[config.mk]
export PLATFORM = sky130hd
export DESIGN_NAME = note_player
export DESIGN_NICKNAME = d
export VERILOG_FILES = /design/src/rtl/note_player.sv
export SDC_FILE = /design/constraint.sdc
export NUM_CORES = 1
export LEC_CHECK = 0
export BUFFER_PORTS_ARGS = -buffer_cell sky130_fd_sc_hd__buf_2
export CAP_MARGIN = 20
export CORE_UTILIZATION = 45
export DETAILED_ROUTE_END_ITERATION = 10
export PLACE_DENSITY = 0.71
export SLEW_MARGIN = 20
export SYNTH_ARGS = -nofsm -noshare
export SYNTH_HDL_FRONTEND = slang
export SYNTH_SLANG_ARGS = --single-unit
export TNS_END_PERCENT = 1
[constraint.sdc]
create_clock -name clk -period 5.7 [get_ports clk]
set_input_delay 0.285 -clock clk [delete_from_list [all_inputs] [get_ports clk]]
set_output_delay 0.285 -clock clk [all_outputs]
set_load 0.05 [all_outputs]
[src/rtl/note_player.sv]
// Note sequencer: turns (note, beats) commands into a sine-reader phase step
// and sample requests, and gates returned samples toward the codec.

module frequency_rom (
    input  logic        clk,
    input  logic [5:0]  addr,
    output logic [19:0] dout
);
    // Phase steps for equal temperament, note 49 = A440, 48 kHz, 2^20 phase
    always_ff @(posedge clk) begin
        case (addr)
            6'd1:  dout <= 20'd601;
            6'd2:  dout <= 20'd636;
            6'd3:  dout <= 20'd674;
            6'd4:  dout <= 20'd714;
            6'd5:  dout <= 20'd757;
            6'd6:  dout <= 20'd802;
            6'd7:  dout <= 20'd850;
            6'd8:  dout <= 20'd900;
            6'd9:  dout <= 20'd954;
            6'd10: dout <= 20'd1010;
            6'd11: dout <= 20'd1070;
            6'd12: dout <= 20'd1134;
            6'd13: dout <= 20'd1201;
            6'd14: dout <= 20'd1273;
            6'd15: dout <= 20'd1349;
            6'd16: dout <= 20'd1429;
            6'd17: dout <= 20'd1514;
            6'd18: dout <= 20'd1604;
            6'd19: dout <= 20'd1699;
            6'd20: dout <= 20'd1800;
            6'd21: dout <= 20'd1907;
            6'd22: dout <= 20'd2021;
            6'd23: dout <= 20'd2141;
            6'd24: dout <= 20'd2268;
            6'd25: dout <= 20'd2403;
            6'd26: dout <= 20'd2546;
            6'd27: dout <= 20'd2697;
            6'd28: dout <= 20'd2858;
            6'd29: dout <= 20'd3028;
            6'd30: dout <= 20'd3208;
            6'd31: dout <= 20'd3398;
            6'd32: dout <= 20'd3600;
            6'd33: dout <= 20'd3815;
            6'd34: dout <= 20'd4041;
            6'd35: dout <= 20'd4282;
            6'd36: dout <= 20'd4536;
            6'd37: dout <= 20'd4806;
            6'd38: dout <= 20'd5092;
            6'd39: dout <= 20'd5395;
            6'd40: dout <= 20'd5715;
            6'd41: dout <= 20'd6055;
            6'd42: dout <= 20'd6415;
            6'd43: dout <= 20'd6797;
            6'd44: dout <= 20'd7201;
            6'd45: dout <= 20'd7629;
            6'd46: dout <= 20'd8083;
            6'd47: dout <= 20'd8563;
            6'd48: dout <= 20'd9072;
            6'd49: dout <= 20'd9612;
            6'd50: dout <= 20'd10184;
            6'd51: dout <= 20'd10789;
            6'd52: dout <= 20'd11431;
            6'd53: dout <= 20'd12110;
            6'd54: dout <= 20'd12830;
            6'd55: dout <= 20'd13593;
            6'd56: dout <= 20'd14402;
            6'd57: dout <= 20'd15258;
            6'd58: dout <= 20'd16165;
            6'd59: dout <= 20'd17127;
            6'd60: dout <= 20'd18145;
            6'd61: dout <= 20'd19224;
            6'd62: dout <= 20'd20367;
            6'd63: dout <= 20'd21578;
            default: dout <= 20'd0;
        endcase
    end
endmodule

module note_player #(
    parameter int NOTE_W = 6,
    parameter int DUR_W  = 6,
    parameter int STEP_W = 20
) (
    input  logic              clk,
    input  logic              reset,
    input  logic              play_enable,
    input  logic [NOTE_W-1:0] note_to_load,
    input  logic [DUR_W-1:0]  duration_to_load,
    input  logic              load_new_note,
    input  logic              beat,
    input  logic              generate_next_sample,
    output logic              done_with_note,
    output logic [STEP_W-1:0] step_size,
    output logic              generate_next,
    input  logic [15:0]       sample_in,
    input  logic              sample_ready_in,
    output logic [15:0]       sample_out,
    output logic              new_sample_ready
);
    typedef enum logic [1:0] {IDLE, FETCH, PLAY} state_t;

    state_t            state;
    logic [NOTE_W-1:0] note;
    logic [DUR_W-1:0]  dur;
    logic [DUR_W-1:0]  count;
    logic [NOTE_W-1:0] rom_addr;
    logic [STEP_W-1:0] rom_dout;

    // Address the ROM with the incoming note on a load so FETCH sees its data
    assign rom_addr = load_new_note ? note_to_load : note;

    frequency_rom u_rom (
        .clk  (clk),
        .addr (rom_addr),
        .dout (rom_dout)
    );

    assign generate_next = generate_next_sample && play_enable && (state == PLAY);

    always_ff @(posedge clk) begin
        if (reset) begin
            state            <= IDLE;
            note             <= '0;
            dur              <= '0;
            count            <= '0;
            step_size        <= '0;
            done_with_note   <= 1'b0;
            sample_out       <= '0;
            new_sample_ready <= 1'b0;
        end else begin
            done_with_note   <= 1'b0;
            new_sample_ready <= sample_ready_in;
            if (sample_ready_in)
                sample_out <= (state == PLAY && note != '0) ? sample_in : '0;

            if (load_new_note) begin
                note  <= note_to_load;
                dur   <= duration_to_load;
                state <= FETCH;
            end else begin
                case (state)
                    IDLE: step_size <= '0;
                    FETCH: begin
                        if (dur == '0) begin
                            done_with_note <= 1'b1;
                            step_size      <= '0;
                            state          <= IDLE;
                        end else begin
                            step_size <= (note == '0) ? '0 : rom_dout;
                            count     <= dur;
                            state     <= PLAY;
                        end
                    end
                    PLAY: begin
                        if (beat && play_enable) begin
                            count <= count - DUR_W'(1);
                            if (count == DUR_W'(1)) begin
                                done_with_note <= 1'b1;
                                step_size      <= '0;
                                state          <= IDLE;
                            end
                        end
                    end
                    default: state <= IDLE;
                endcase
            end
        end
    end
endmodule

==> results of run 1 <==
## cell type report
cell class                 count  share of cell area [%]
inverter                      18                    1.44
sequential                    68                    29.0
clock buffer                   9                    2.64
multi-input combinational    405                    54.7
tap                          108                    2.88
clock inverter                 7                    1.60
timing repair buffer          71                    7.74
## state kept, by name (all words and copies together), names as in the netlist, 2 cells and up
signal and count:
note 6, state 2, step_size 15, u_rom.dout 15, count 6, dur 6
sample_out 16
## where the power goes
part,switching (mW),internal [mW],total [mW]
clock,0.204,0.204,0.408
combinational,0.189,0.0983,0.287
sequential,0.0208,0.503,0.524
total,0.413,0.805,1.22
## worst paths after layout
check                                          startpoint                          end  slack, ns  cells past startpoint
worst max-delay path                        load_new_note        u_rom.dout[3]$_DFF_P_       2.37                      8
worst min-delay path                        sample_in[13]  sample_out[13]$_SDFFE_PP0P_       0.16                      3
worst max register to register         note[1]$_SDFF_PP0_        u_rom.dout[3]$_DFF_P_       2.75                      7
worst min register to register  u_rom.dout[13]$_SDFF_PN0_   step_size[13]$_SDFFE_PP0P_       0.47                      2
## cell families (layout without fill, tap and decap cells)
group	count (synthesis)	in the layout	share of synthesized area [%]
AO/OA/AOI/OAI	165	165	26.4
XOR/XNOR	1	1	0.207
adder cells (fa/ha/maj)	15	15	4.44
buffers and inverters	64	105	7.49
flip-flops	68	68	32.2
multiplexers	33	33	8.53
other	1	5	0.0888
AND/OR/NAND/NOR	186	186	20.6
## worst reg2reg max path: stages, from the launching register on
cell,delay (ns)
sky130_fd_sc_hd__dfxtp_1,0.54
sky130_fd_sc_hd__mux2i_1,0.33
sky130_fd_sc_hd__ha_1,0.74
sky130_fd_sc_hd__clkinv_1,0.39
sky130_fd_sc_hd__nor3_1,0.38
sky130_fd_sc_hd__nor3_1,0.08
sky130_fd_sc_hd__a221oi_1,0.28
sky130_fd_sc_hd__a21oi_1,0.07
## Yosys cell counts (4+ instances only)
| cell type | number |
|---|---|
| sky130_fd_sc_hd__and3_1 | 5 |
| sky130_fd_sc_hd__a221oi_1 | 5 |
| sky130_fd_sc_hd__dfxtp_1 | 68 |
| sky130_fd_sc_hd__nor2b_1 | 21 |
| sky130_fd_sc_hd__a32oi_1 | 6 |
| sky130_fd_sc_hd__a22oi_1 | 17 |
| sky130_fd_sc_hd__mux2_2 | 4 |
| sky130_fd_sc_hd__nand2b_1 | 5 |
| sky130_fd_sc_hd__inv_1 | 14 |
| sky130_fd_sc_hd__o21ai_1 | 4 |
| sky130_fd_sc_hd__a211oi_1 | 5 |
| sky130_fd_sc_hd__buf_4 | 8 |
| sky130_fd_sc_hd__nor3_1 | 8 |
| sky130_fd_sc_hd__o21ai_0 | 24 |
| sky130_fd_sc_hd__mux2i_1 | 25 |
| sky130_fd_sc_hd__nand2_1 | 52 |
| sky130_fd_sc_hd__o221ai_1 | 4 |
| sky130_fd_sc_hd__a31oi_1 | 6 |
| sky130_fd_sc_hd__o211ai_1 | 12 |
| sky130_fd_sc_hd__a21oi_1 | 46 |
| sky130_fd_sc_hd__nand3_1 | 13 |
| sky130_fd_sc_hd__a32o_1 | 4 |
| sky130_fd_sc_hd__nor2_1 | 68 |
| sky130_fd_sc_hd__ha_1 | 15 |
| sky130_fd_sc_hd__clkbuf_1 | 19 |
| sky130_fd_sc_hd__buf_2 | 13 |
## routing by layer
layer / part of all wire [%] / wire [µm] / up-vias / global-route usage [%]
met5: 0 / 0 / - / 0
met4: 4.1 / 517 / 0 / 14.4
met3: 9.9 / 1240 / 44 / 7.73
met2: 42 / 5300 / 246 / 38.2
met1: 44 / 5470 / 1953 / 34.1
li1: - / - / 2004 / -
## through the flow
stage | util [%] | hold slack (ns) | power (mW) | setup slack (ns)
5_1_grt | 52.7 | 0.169 | 1.27 | 2.13
3_5_place_dp | 50.5 | 0.461 | 0.812 | 2.12
2_1_floorplan | - | 0.424 | 0.737 | 3.22
6_report | 52.7 | 0.161 | 1.22 | 2.37
4_1_cts | 52.7 | 0.157 | 1.22 | 2.50
3_3_place_gp | 50.5 | 0.447 | 0.814 | 2.29
==> insert_results.sql, run 1 <==
INSERT INTO impl_metrics (metric_group, metric, value, unit) VALUES
('status', 'outcome', 'complete, no violations', ''),
('placed_design', 'placedInstanceArea', '0.00449', 'mm²'),
('yosys', 'synth_flop_cell', 'sky130_fd_sc_hd__dfxtp_1', ''),
('global_routing', 'largest_net_degree_at_the_start_of_global_routing', '54', ''),
('timing', 'tightest_slew', '1.05', 'ns'),
('yosys', 'synth_edf_count', '0', ''),
('global_routing', 'grt.total_usage', '26.0', '%'),
('timing', 'final-hold-violation-count', '0', ''),
('worst_hold_path', 'holdCritPathClass', 'input port to flip-flop', ''),
('timing', 'finClkSkew', '0.0160', 'ns'),
('cts', 'cts_max_level', '3', ''),
('detailed_routing', 'vias_per_cell', '6.19', ''),
('yosys', 'yosysTopAreaCell', 'sky130_fd_sc_hd__dfxtp_1', ''),
('global_routing', 'grt_antenna_before_repair', '0', ''),
('yosys', 'post_synth_instance_area', '0.00423', 'mm²'),
('final_layout', 'share_of_post_route_cells_with_drive_strength_above_1', '18.0', '%'),
('detailed_routing', 'route.final.wire_length', '12.5', 'mm'),
('placed_design', 'post-place-cells', '670', ''),
('setup_path', 'critical-path-max-stage-delay', '0.77', 'ns'),
('setup_path', 'worstPathCellList', 'buf_2 > mux2i_1 > ha_1 > clkinv_1 > nor3_1 > nor3_1 > a221oi_1 > a21oi_1', ''),
('die', 'design.die.area', '0.00978', 'mm²'),
('detailed_routing', 'detailedRoute.firstPassIterationCount', '8', ''),
('setup_path', 'crit_family', 'buffers and inverters', ''),
('setup_path', 'path_max_fanout', '53', ''),
('yosys', 'yosysUniqueCellTypes', '68', ''),
('timing', 'report.final.setup_viol', '0', ''),
('cts', 'cts_sinks', '68', ''),
('yosys', 'postSynthRegisterBits', '68', ''),
('timing', 'post-route-min-period', '3.33', 'ns'),
('setup_path', 'cp_common_cell', 'sky130_fd_sc_hd__nor3_1', ''),
('detailed_routing', 'per_cell_routed_wire_length', '18.3', 'µm'),
('setup_path', 'worstPathArrival', '3.54', 'ns'),
('die', 'floorplan.io_pins', '74', ''),
('final_layout', 'final.fill_count', '868', ''),
('global_routing', 'via_count_of_the_first_global_routing_pass', '3811', ''),
('cts', 'cts_setup_buffers', '0', ''),
('cts', 'cts-root-to-sink-buffers', '2', ''),
('setup_path', 'timing.critical_path.to_type', 'flip-flop', ''),
('cts', 'cts_repair_resize_count', '0', ''),
('die', 'initial_core_util', '47.5', '%'),
('yosys', 'synth_cells', '533', ''),
('setup_path', 'critical-path-slowest-cell', 'sky130_fd_sc_hd__buf_2', ''),
('flow_run', 'max_capacitance_violation_count', '0', ''),
('timing', 'fmax', '300', 'MHz'),
('detailed_routing', 'route.vias.total', '4247', ''),
('placed_design', 'post-dp-hpwl', '8.76', 'mm'),
('global_routing', 'grt_first_pass_wirelength', '19.9', 'mm'),
('setup_path', 'startpoint_type', 'input port', ''),
('die', 'rows', '34', ''),
('placed_design', 'place.gp.congestion', '0.962', ''),
('cts', 'cts_tree', 'yes', ''),
('timing', 'worst_slew_margin_rel', '29.8', '%'),
('timing', 'fin_crit_sh', '58.4', '%'),
('yosys', 'synth_sequential_area_ratio', '32.2', '%'),
('final_layout', 'design.final.nets', '623', ''),
('detailed_routing', 'remaining_design_rule_violation_count', '0', ''),
('yosys', 'synth.top_cell.area_share', '32.2', '%'),
('global_routing', 'grt_overflow_total', '0', ''),
('timing', 'grt_setup_unrepaired', 'false', ''),
('die', 'die_width', '98.9', 'µm'),
('timing', 'final-max-slew-violation-count', '0', ''),
('die', 'floorplan.die.height', '98.9', 'µm'),
('yosys', 'syn-mean-instance-area', '7.93', 'µm²'),
('yosys', 'yosys_warnings', '0', ''),
('setup_path', 'worst_ep_required_time', '5.91', 'ns'),
('yosys', 'ranking_of_synthesized_cells_by_area', 'sky130_fd_sc_hd__dfxtp_1 32%, sky130_fd_sc_hd__nor2_1 6.0%, sky130_fd_sc_hd__mux2i_1 5.9%', ''),
('setup_path', 'path_buf_inv', '2', ''),
('final_layout', 'syn_to_final_growth', '11.0', '%'),
('final_layout', 'commonest_cells_after_routing_fill_and_taps_aside', '68 x sky130_fd_sc_hd__nor2_1, 68 x sky130_fd_sc_hd__dfxtp_1, 68 x sky130_fd_sc_hd__buf_2', ''),
('power', 'worst_ir_drop_vdd', '0.000136', 'V'),
('final_layout', 'antenna_cells', '0', '');
Power figures use the tool's default switching activity.
==> run 2: changes to the inputs <==
- PLACE_DENSITY: 0.71 -> 0.74
- clock period: 5.7 -> 2.7 ns (I/O delays scaled with it)
==> run 2 against run 1 <==
Against the previous run: non-clock buffer count rose by 19; count of clock-buffer cells in the layout stayed put; flip-flop and latch count unchanged; core utilization increased by 1.7 points; final area grew 3.2%; cell count rose by 2.8%; worst hold slack lost 0.16 ns; critical endpoint is now step_size[1]$_SDFFE_PP0P_; largest cell class unchanged; largest power group unchanged.
==> insert_results.sql, run 2 (synthesis gave the netlist of run 1 again) <==
INSERT INTO impl_metrics (metric_group, metric, value, unit) VALUES
('power', 'cellPowerDensity', '542', 'mW/mm²'),
('setup_path', 'cp_num_cells', '7', ''),
('timing', 'timing.setup.tns', '0', 'ns'),
('flow_run', 'max_capacitance_violation_count', '0', ''),
('placed_design', 'detailedPlace.worstSlack', '0.424', 'ns'),
('final_layout', 'syn_to_final_growth', '14.5', '%'),
('cts', 'cts_repair_resize_count', '0', ''),
('timing', 'fin_crit_sh', '83.6', '%'),
('setup_path', 'critical-path-max-stage-delay', '0.52', 'ns'),
('timing', 'report.final.setup_viol', '0', ''),
('timing', 'grt_setup_unrepaired', 'false', ''),
('cts', 'clock_latency', '0.36', 'ns'),
('die', 'floorplan.io_pins', '74', ''),
('setup_path', 'worst_ep_required_time', '2.98', 'ns'),
('detailed_routing', 'detailedRoute.firstPassIterationCount', '6', ''),
('placed_design', 'post-place-cells', '688', ''),
('final_layout', 'regMostFlops', 'sample_out', ''),
('setup_path', 'crit_family', 'simple AND/OR/NAND/NOR gates', ''),
('timing', 'min_setup_slack_post_route', '0.442', 'ns'),
('die', 'initial_core_util', '47.5', '%'),
('timing', 'worst_slew_margin_rel', '35.7', '%'),
('final_layout', 'post_layout_nonfiller_instances', '705', ''),
('cts', 'cts-root-to-sink-buffers', '2', ''),
('setup_path', 'path_max_fanout', '15', ''),
('cts', 'cts.reportedPaths.clkPinSlew', '0.08', 'ns'),
('global_routing', 'grt_first_pass_wirelength', '20.2', 'mm'),
('detailed_routing', 'route.vias.total', '4369', ''),
('die', 'die_width', '98.9', 'µm'),
('power', 'cellLeakagePower', '2.04', 'nW'),
('power', 'worst_ir_drop_vdd', '0.000185', 'V'),
('global_routing', 'grt_antenna_before_repair', '0', ''),
('cts', 'cts_tree', 'yes', ''),
('worst_hold_path', 'holdCritPathClass', 'input port to flip-flop', ''),
('timing', 'final-max-slew-violation-count', '0', ''),
('setup_path', 'critical-path-slowest-cell', 'sky130_fd_sc_hd__nand2b_1', ''),
('detailed_routing', 'remaining_design_rule_violation_count', '0', ''),
('setup_path', 'worstPathCellList', 'inv_1 > ha_1 > clkinv_1 > a41oi_1 > nand2b_1 > a22oi_1 > nor2_1', ''),
('placed_design', 'place.gp.congestion', '1.02', ''),
('setup_path', 'path_buf_inv', '2', ''),
('cts', 'cts_made_buffers', '9', ''),
('detailed_routing', 'residual_antenna_violating_net_count_after_detailed_routing', '0', ''),
('cts', 'cts_sinks', '68', ''),
('placed_design', 'place.port_buffers', '68', ''),
('die', 'floorplan.die.height', '98.9', 'µm'),
('die', 'core_area', '0.00889', 'mm²'),
('timing', 'post-route-min-period', '2.26', 'ns'),
('timing', 'tightest_slew', '0.961', 'ns'),
('detailed_routing', 'starting_drt_drc_count', '567', ''),
('cts', 'cts_max_level', '3', ''),
('final_layout', 'commonest_cells_after_routing_fill_and_taps_aside', '68 x sky130_fd_sc_hd__nor2_1, 68 x sky130_fd_sc_hd__dfxtp_1, 68 x sky130_fd_sc_hd__buf_2', ''),
('setup_path', 'worstPathArrival', '2.54', 'ns'),
('placed_design', 'post-dp-hpwl', '9.05', 'mm'),
('global_routing', 'largest_net_degree_at_the_start_of_global_routing', '54', ''),
('final_layout', 'design.final.nets', '642', ''),
('cts', 'cts.root.buffer_cell', 'sky130_fd_sc_hd__clkbuf_8', ''),
('setup_path', 'worst_r2r_path_depth', '7', ''),
('worst_hold_path', 'timing.hold.worst_path_depth', '3', ''),
('die', 'design.die.area', '0.00978', 'mm²'),
('die', 'rows', '34', ''),
('global_routing', 'grt.total_usage', '26.2', '%'),
('status', 'outcome', 'complete, no violations', ''),
('global_routing', 'grt_overflow_total', '0', ''),
('detailed_routing', 'vias_per_cell', '6.20', ''),
('detailed_routing', 'route.final.wire_length', '12.7', 'mm'),
('timing', 'finClkSkew', '0.0149', 'ns'),
('final_layout', 'share_of_post_route_cells_with_drive_strength_above_1', '20.4', '%'),
('timing', 'fmax', '443', 'MHz'),
('setup_path', 'startpoint_type', 'flip-flop', ''),
('final_layout', 'antenna_cells', '0', ''),
('final_layout', 'largest_register_ffs', '16', ''),
('final_layout', 'top_regs', 'sample_out: 16 flops, step_size: 15 flops, u_rom.dout: 15 flops', ''),
('setup_path', 'critical_path_class', 'flip-flop to flip-flop', ''),
('global_routing', 'via_count_of_the_first_global_routing_pass', '3965', ''),
('setup_path', 'timing.critical_path.to_type', 'flip-flop', ''),
('timing', 'final-hold-violation-count', '0', ''),
('detailed_routing', 'per_cell_routed_wire_length', '18.0', 'µm');
run 2: timing repair:
item,in CTS,in global routing
setup buffers,0,0
hold buffers,1,0
hold endpoints to repair,1,0
run 2: final timing paths:
path / startpoint / slack, ns / end
hold reg to reg: count[1]$_SDFFE_PP0P_ / 0.47 / count[1]$_SDFFE_PP0P_
setup reg to reg: state[0]$_SDFFE_PP0P_ / 0.44 / step_size[1]$_SDFFE_PP0P_
hold / removal: sample_in[9] / 0.005 / sample_out[9]$_SDFFE_PP0P_
setup / recovery: state[0]$_SDFFE_PP0P_ / 0.44 / step_size[1]$_SDFFE_PP0P_
run 2: power by group:
group	internal [mW]	total, mW	switching (mW)
clock	0.439	0.887	0.448
combinational	0.229	0.642	0.413
sequential	1.06	1.10	0.0339
run 2: through the flow:
step / area (µm²) / hold slack (ns) / power (mW) / utilization, %
after global routing: 4840 / 0.0103 / 2.74 / 54.4
after detailed placement: 4620 / 0.373 / 1.74 / 52.0
final: 4840 / 0.00515 / 2.62 / 54.4
after floorplan: 4240 / 0.274 / 1.56 / -
after global placement: 4620 / 0.364 / 1.74 / 52.0
after CTS: 4840 / 0.00449 / 2.62 / 54.4
run 2: area by class of cell:
cell class	instances	area [µm²]
clock buffer	9	124
clock inverter	7	81.3
fill	836	4050
inverter	18	67.6
multi-input combinational	405	2560
sequential	68	1360
tap	108	135
timing repair buffer	90	508
run 2: worst reg2reg max path: stages, from the launching register on:
cell and delay (ns):
sky130_fd_sc_hd__dfxtp_1 0.34, sky130_fd_sc_hd__inv_1 0.10, sky130_fd_sc_hd__ha_1 0.41, sky130_fd_sc_hd__clkinv_1 0.16
sky130_fd_sc_hd__a41oi_1 0.35, sky130_fd_sc_hd__nand2b_1 0.52, sky130_fd_sc_hd__a22oi_1 0.18, sky130_fd_sc_hd__nor2_1 0.13
run 2: per-layer routing:
layer  wire, µm  up-vias  GRT usage [%]
met5          0        -              0
met4        532        0           14.1
met1       5310     1971           33.2
met2       5620      304           42.4
li1           -     2043              -
met3       1250       51           4.40
==> run 3: changes to the inputs <==
- clock period: 2.7 -> 1.9 ns (I/O delays scaled with it)
==> run 3 against run 2 <==
Against the previous run: clock power grew 38%; cell count grew 12%; the run now ends with setup timing left; final area grew 20%.
==> insert_results.sql, run 3 (synthesis gave the netlist of run 1 again) <==
INSERT INTO impl_metrics (metric_group, metric, value, unit) VALUES
('worst_hold_path', 'worst_hold_startpoint', 'duration_to_load[5]', ''),
('setup_path', 'worstPathArrival', '2.29', 'ns'),
('die', 'rows', '34', ''),
('timing', 'fin_crit_sh', '108', '%'),
('global_routing', 'groute.layer.met1.usage', '37.7', '%'),
('global_routing', 'grt.total_usage', '32.1', '%'),
('setup_path', 'worstPathCellList', 'mux2i_4 > ha_4 > buf_4 > mux2_2 > a31oi_1 > o21ai_1 > a21oi_1 > o21ai_1', ''),
('die', 'floorplan.die.height', '98.9', 'µm'),
('cts', 'cts_setup_buffers', '0', ''),
('timing', 'finClkSkew', '0.00852', 'ns'),
('setup_path', 'timing.critical_path.to_type', 'flip-flop', ''),
('timing', 'grt_setup_unrepaired', 'true', ''),
('placed_design', 'detailedPlace.worstSlack', '-0.231', 'ns'),
('placed_design', 'place.port_buffers', '68', ''),
('setup_path', 'cp_num_cells', '8', ''),
('setup_path', 'critical_path_endpoint', 'u_rom.dout[7]$_DFF_P_', ''),
('cts', 'cts-root-to-sink-buffers', '2', ''),
('final_layout', 'antenna_cells', '0', ''),
('flow_run', 'max_capacitance_violation_count', '0', ''),
('die', 'core_area', '0.00889', 'mm²'),
('final_layout', 'share_of_post_route_cells_with_drive_strength_above_1', '33.3', '%'),
('die', 'initial_core_util', '47.5', '%'),
('setup_path', 'path_max_fanout', '7', ''),
('detailed_routing', 'route.final.wire_length', '15.4', 'mm'),
('power', 'worst_ir_drop_vdd', '0.000474', 'V'),
('timing', 'min_setup_slack_post_route', '-0.160', 'ns'),
('setup_path', 'r2r-start', 'note[0]$_SDFF_PP0_', ''),
('timing', 'post-route-min-period', '2.06', 'ns'),
('detailed_routing', 'remaining_design_rule_violation_count', '0', ''),
('global_routing', 'grt_first_pass_wirelength', '24.1', 'mm'),
('final_layout', 'commonest_cells_after_routing_fill_and_taps_aside', '79 x sky130_fd_sc_hd__buf_4, 68 x sky130_fd_sc_hd__nor2_1, 68 x sky130_fd_sc_hd__buf_2', ''),
('timing', 'fmax', '485', 'MHz'),
('status', 'violations', 'setup timing', ''),
('detailed_routing', 'starting_drt_drc_count', '391', ''),
('die', 'die_width', '98.9', 'µm'),
('detailed_routing', 'detailedRoute.firstPassIterationCount', '5', ''),
('final_layout', 'finish.instance_area', '0.00579', 'mm²'),
('global_routing', 'via_count_of_the_first_global_routing_pass', '4622', ''),
('setup_path', 'critical-path-slowest-cell', 'sky130_fd_sc_hd__dfxtp_2', ''),
('die', 'floorplan.io_pins', '74', ''),
('detailed_routing', 'vias_per_cell', '6.01', ''),
('global_routing', 'globalRouteMet2Util', '55.8', '%'),
('status', 'outcome', 'finished, violations left', ''),
('power', 'cellPowerDensity', '693', 'mW/mm²'),
('placed_design', 'placedInstanceArea', '0.00526', 'mm²'),
('final_layout', 'syn_to_final_growth', '36.9', '%'),
('cts', 'cts_max_level', '3', ''),
('setup_path', 'worst_r2r_path_depth', '8', ''),
('detailed_routing', 'per_cell_routed_wire_length', '19.5', 'µm'),
('setup_path', 'cp_common_cell', 'sky130_fd_sc_hd__o21ai_1', ''),
('placed_design', 'post-dp-hpwl', '10.9', 'mm'),
('cts', 'cts_made_buffers', '9', ''),
('cts', 'cts.reportedPaths.clkPinSlew', '0.08', 'ns'),
('setup_path', 'worst-r2r-setup-slack', '-0.16', 'ns'),
('global_routing', 'largest_net_degree_at_the_start_of_global_routing', '31', ''),
('placed_design', 'place.gp.congestion', '0.977', ''),
('final_layout', 'top_regs', 'sample_out: 16 flops, step_size: 15 flops, u_rom.dout: 15 flops', ''),
('setup_path', 'worst_ep_required_time', '2.13', 'ns'),
('setup_path', 'critical_path_class', 'flip-flop to flip-flop', ''),
('timing', 'final-max-slew-violation-count', '0', ''),
('setup_path', 'path_buf_inv', '1', ''),
('setup_path', 'crit_path_start', 'note[0]$_SDFF_PP0_', ''),
('final_layout', 'largest_register_ffs', '16', ''),
('detailed_routing', 'residual_antenna_violating_net_count_after_detailed_routing', '0', ''),
('global_routing', 'met3_usage', '6.10', '%'),
('cts', 'clock_latency', '0.35', 'ns'),
('die', 'design.die.area', '0.00978', 'mm²'),
('global_routing', 'grt_busiest_layer', 'met2', ''),
('global_routing', 'grt_antenna_before_repair', '0', ''),
('power', 'cellLeakagePower', '2.48', 'nW'),
('timing', 'tightest_slew', '0.642', 'ns'),
('setup_path', 'crit-reg2reg-capture', 'u_rom.dout[7]$_DFF_P_', ''),
('timing', 'final-hold-violation-count', '0', ''),
('cts', 'cts_tree', 'yes', ''),
('timing', 'report.final.setup_viol', '10', ''),
('setup_path', 'startpoint_type', 'flip-flop', ''),
('final_layout', 'mostFrequentLayoutCell', 'sky130_fd_sc_hd__buf_4', ''),
('worst_hold_path', 'timing.hold.worst_path_depth', '3', ''),
('detailed_routing', 'route.vias.total', '4747', ''),
('global_routing', 'grt_overflow_total', '0', ''),
('setup_path', 'crit_family', 'compound AO/OA/AOI/OAI gates', ''),
('worst_hold_path', 'holdCritPathClass', 'input port to flip-flop', ''),
('setup_path', 'critical-path-max-stage-delay', '0.34', 'ns'),
('final_layout', 'design.final.nets', '727', ''),
('final_layout', 'regMostFlops', 'sample_out', ''),
('cts', 'cts.root.buffer_cell', 'sky130_fd_sc_hd__clkbuf_8', ''),
('timing', 'worst_slew_margin_rel', '57.2', '%'),
('cts', 'cts_sinks', '68', '');
-- run 3: cell count changes in the layout (fill, tap and decap cells not counted), moves of 5 or more --
| cell | before | now |
|---|---|---|
| sky130_fd_sc_hd__a22oi_1 | 17 | 8 |
| sky130_fd_sc_hd__a22oi_2 | 0 | 9 |
| sky130_fd_sc_hd__buf_4 | 21 | 79 |
| sky130_fd_sc_hd__buf_6 | 0 | 5 |
| sky130_fd_sc_hd__dfxtp_1 | 68 | 63 |
| sky130_fd_sc_hd__dfxtp_2 | 0 | 5 |
| sky130_fd_sc_hd__dlygate4sd3_1 | 1 | 19 |
| sky130_fd_sc_hd__ha_1 | 15 | 10 |
-- run 3: worst min-delay path by stage --
stage                     slack, ns                           to
final                        0.0003          dur[5]$_SDFFE_PP0P_
after global placement         0.32   sample_out[8]$_SDFFE_PP0P_
after floorplan                0.23  sample_out[15]$_SDFFE_PP0P_
after global routing           0.01          dur[2]$_SDFFE_PP0P_
after CTS                     0.002          dur[5]$_SDFFE_PP0P_
after detailed placement       0.33  sample_out[12]$_SDFFE_PP0P_
-- run 3: through the flow --
| stage | cells | hold slack [ns] | utilization [%] | total power, mW | setup TNS (ns) |
|---|---|---|---|---|---|
| 2_1_floorplan | 537 | 0.234 | - | 2.25 | -0.0762 |
| 3_3_place_gp | 755 | 0.322 | 59.1 | 2.72 | -3.27 |
| 3_5_place_dp | 755 | 0.334 | 59.1 | 2.71 | -3.88 |
| 4_1_cts | 790 | 0.00176 | 63.7 | 3.96 | -0.651 |
| 5_1_grt | 790 | 0.0134 | 65.1 | 4.18 | -1.76 |
| 6_report | 790 | 0.000342 | 65.1 | 4.01 | -0.768 |
-- run 3: tightest hold or removal path, cell delays in order --
cell and delay [ns]:
sky130_fd_sc_hd__buf_2 0.08, sky130_fd_sc_hd__mux2i_1 0.06, sky130_fd_sc_hd__nor2_1 0.08
-- run 3: where the power goes --
part           total [mW]  switching, mW  internal (mW)  leakage, nW
clock network        1.22          0.606          0.612       0.0958
logic                1.22          0.690          0.532         1.83
registers            1.57         0.0594           1.51        0.558
-- run 3: area by class of cell --
type	instances	area [µm²]
Sequential cell	68	1370
Multi-Input combinational cell	405	2750
Clock buffer	9	124
Tap cell	108	135
Timing Repair Buffer	175	1260
Inverter	18	73.8
Fill cell	745	3110
Clock inverter	7	76.3
-- run 3: per-layer routing --
layer  part of all wire, %  wire length [µm]
met1                    40              6210
met2                    46              7120
met3                   8.4              1290
met4                   5.1               780
met5                     0                 0
-- run 3: what timing repair did --
item | 4_1_cts | 5_1_grt
gates resized for setup | 10 | 28
setup endpoints to repair | 43 | 46
hold endpoints to repair | 19 | 0
pin swaps | 6 | 2
hold buffers | 19 | 0
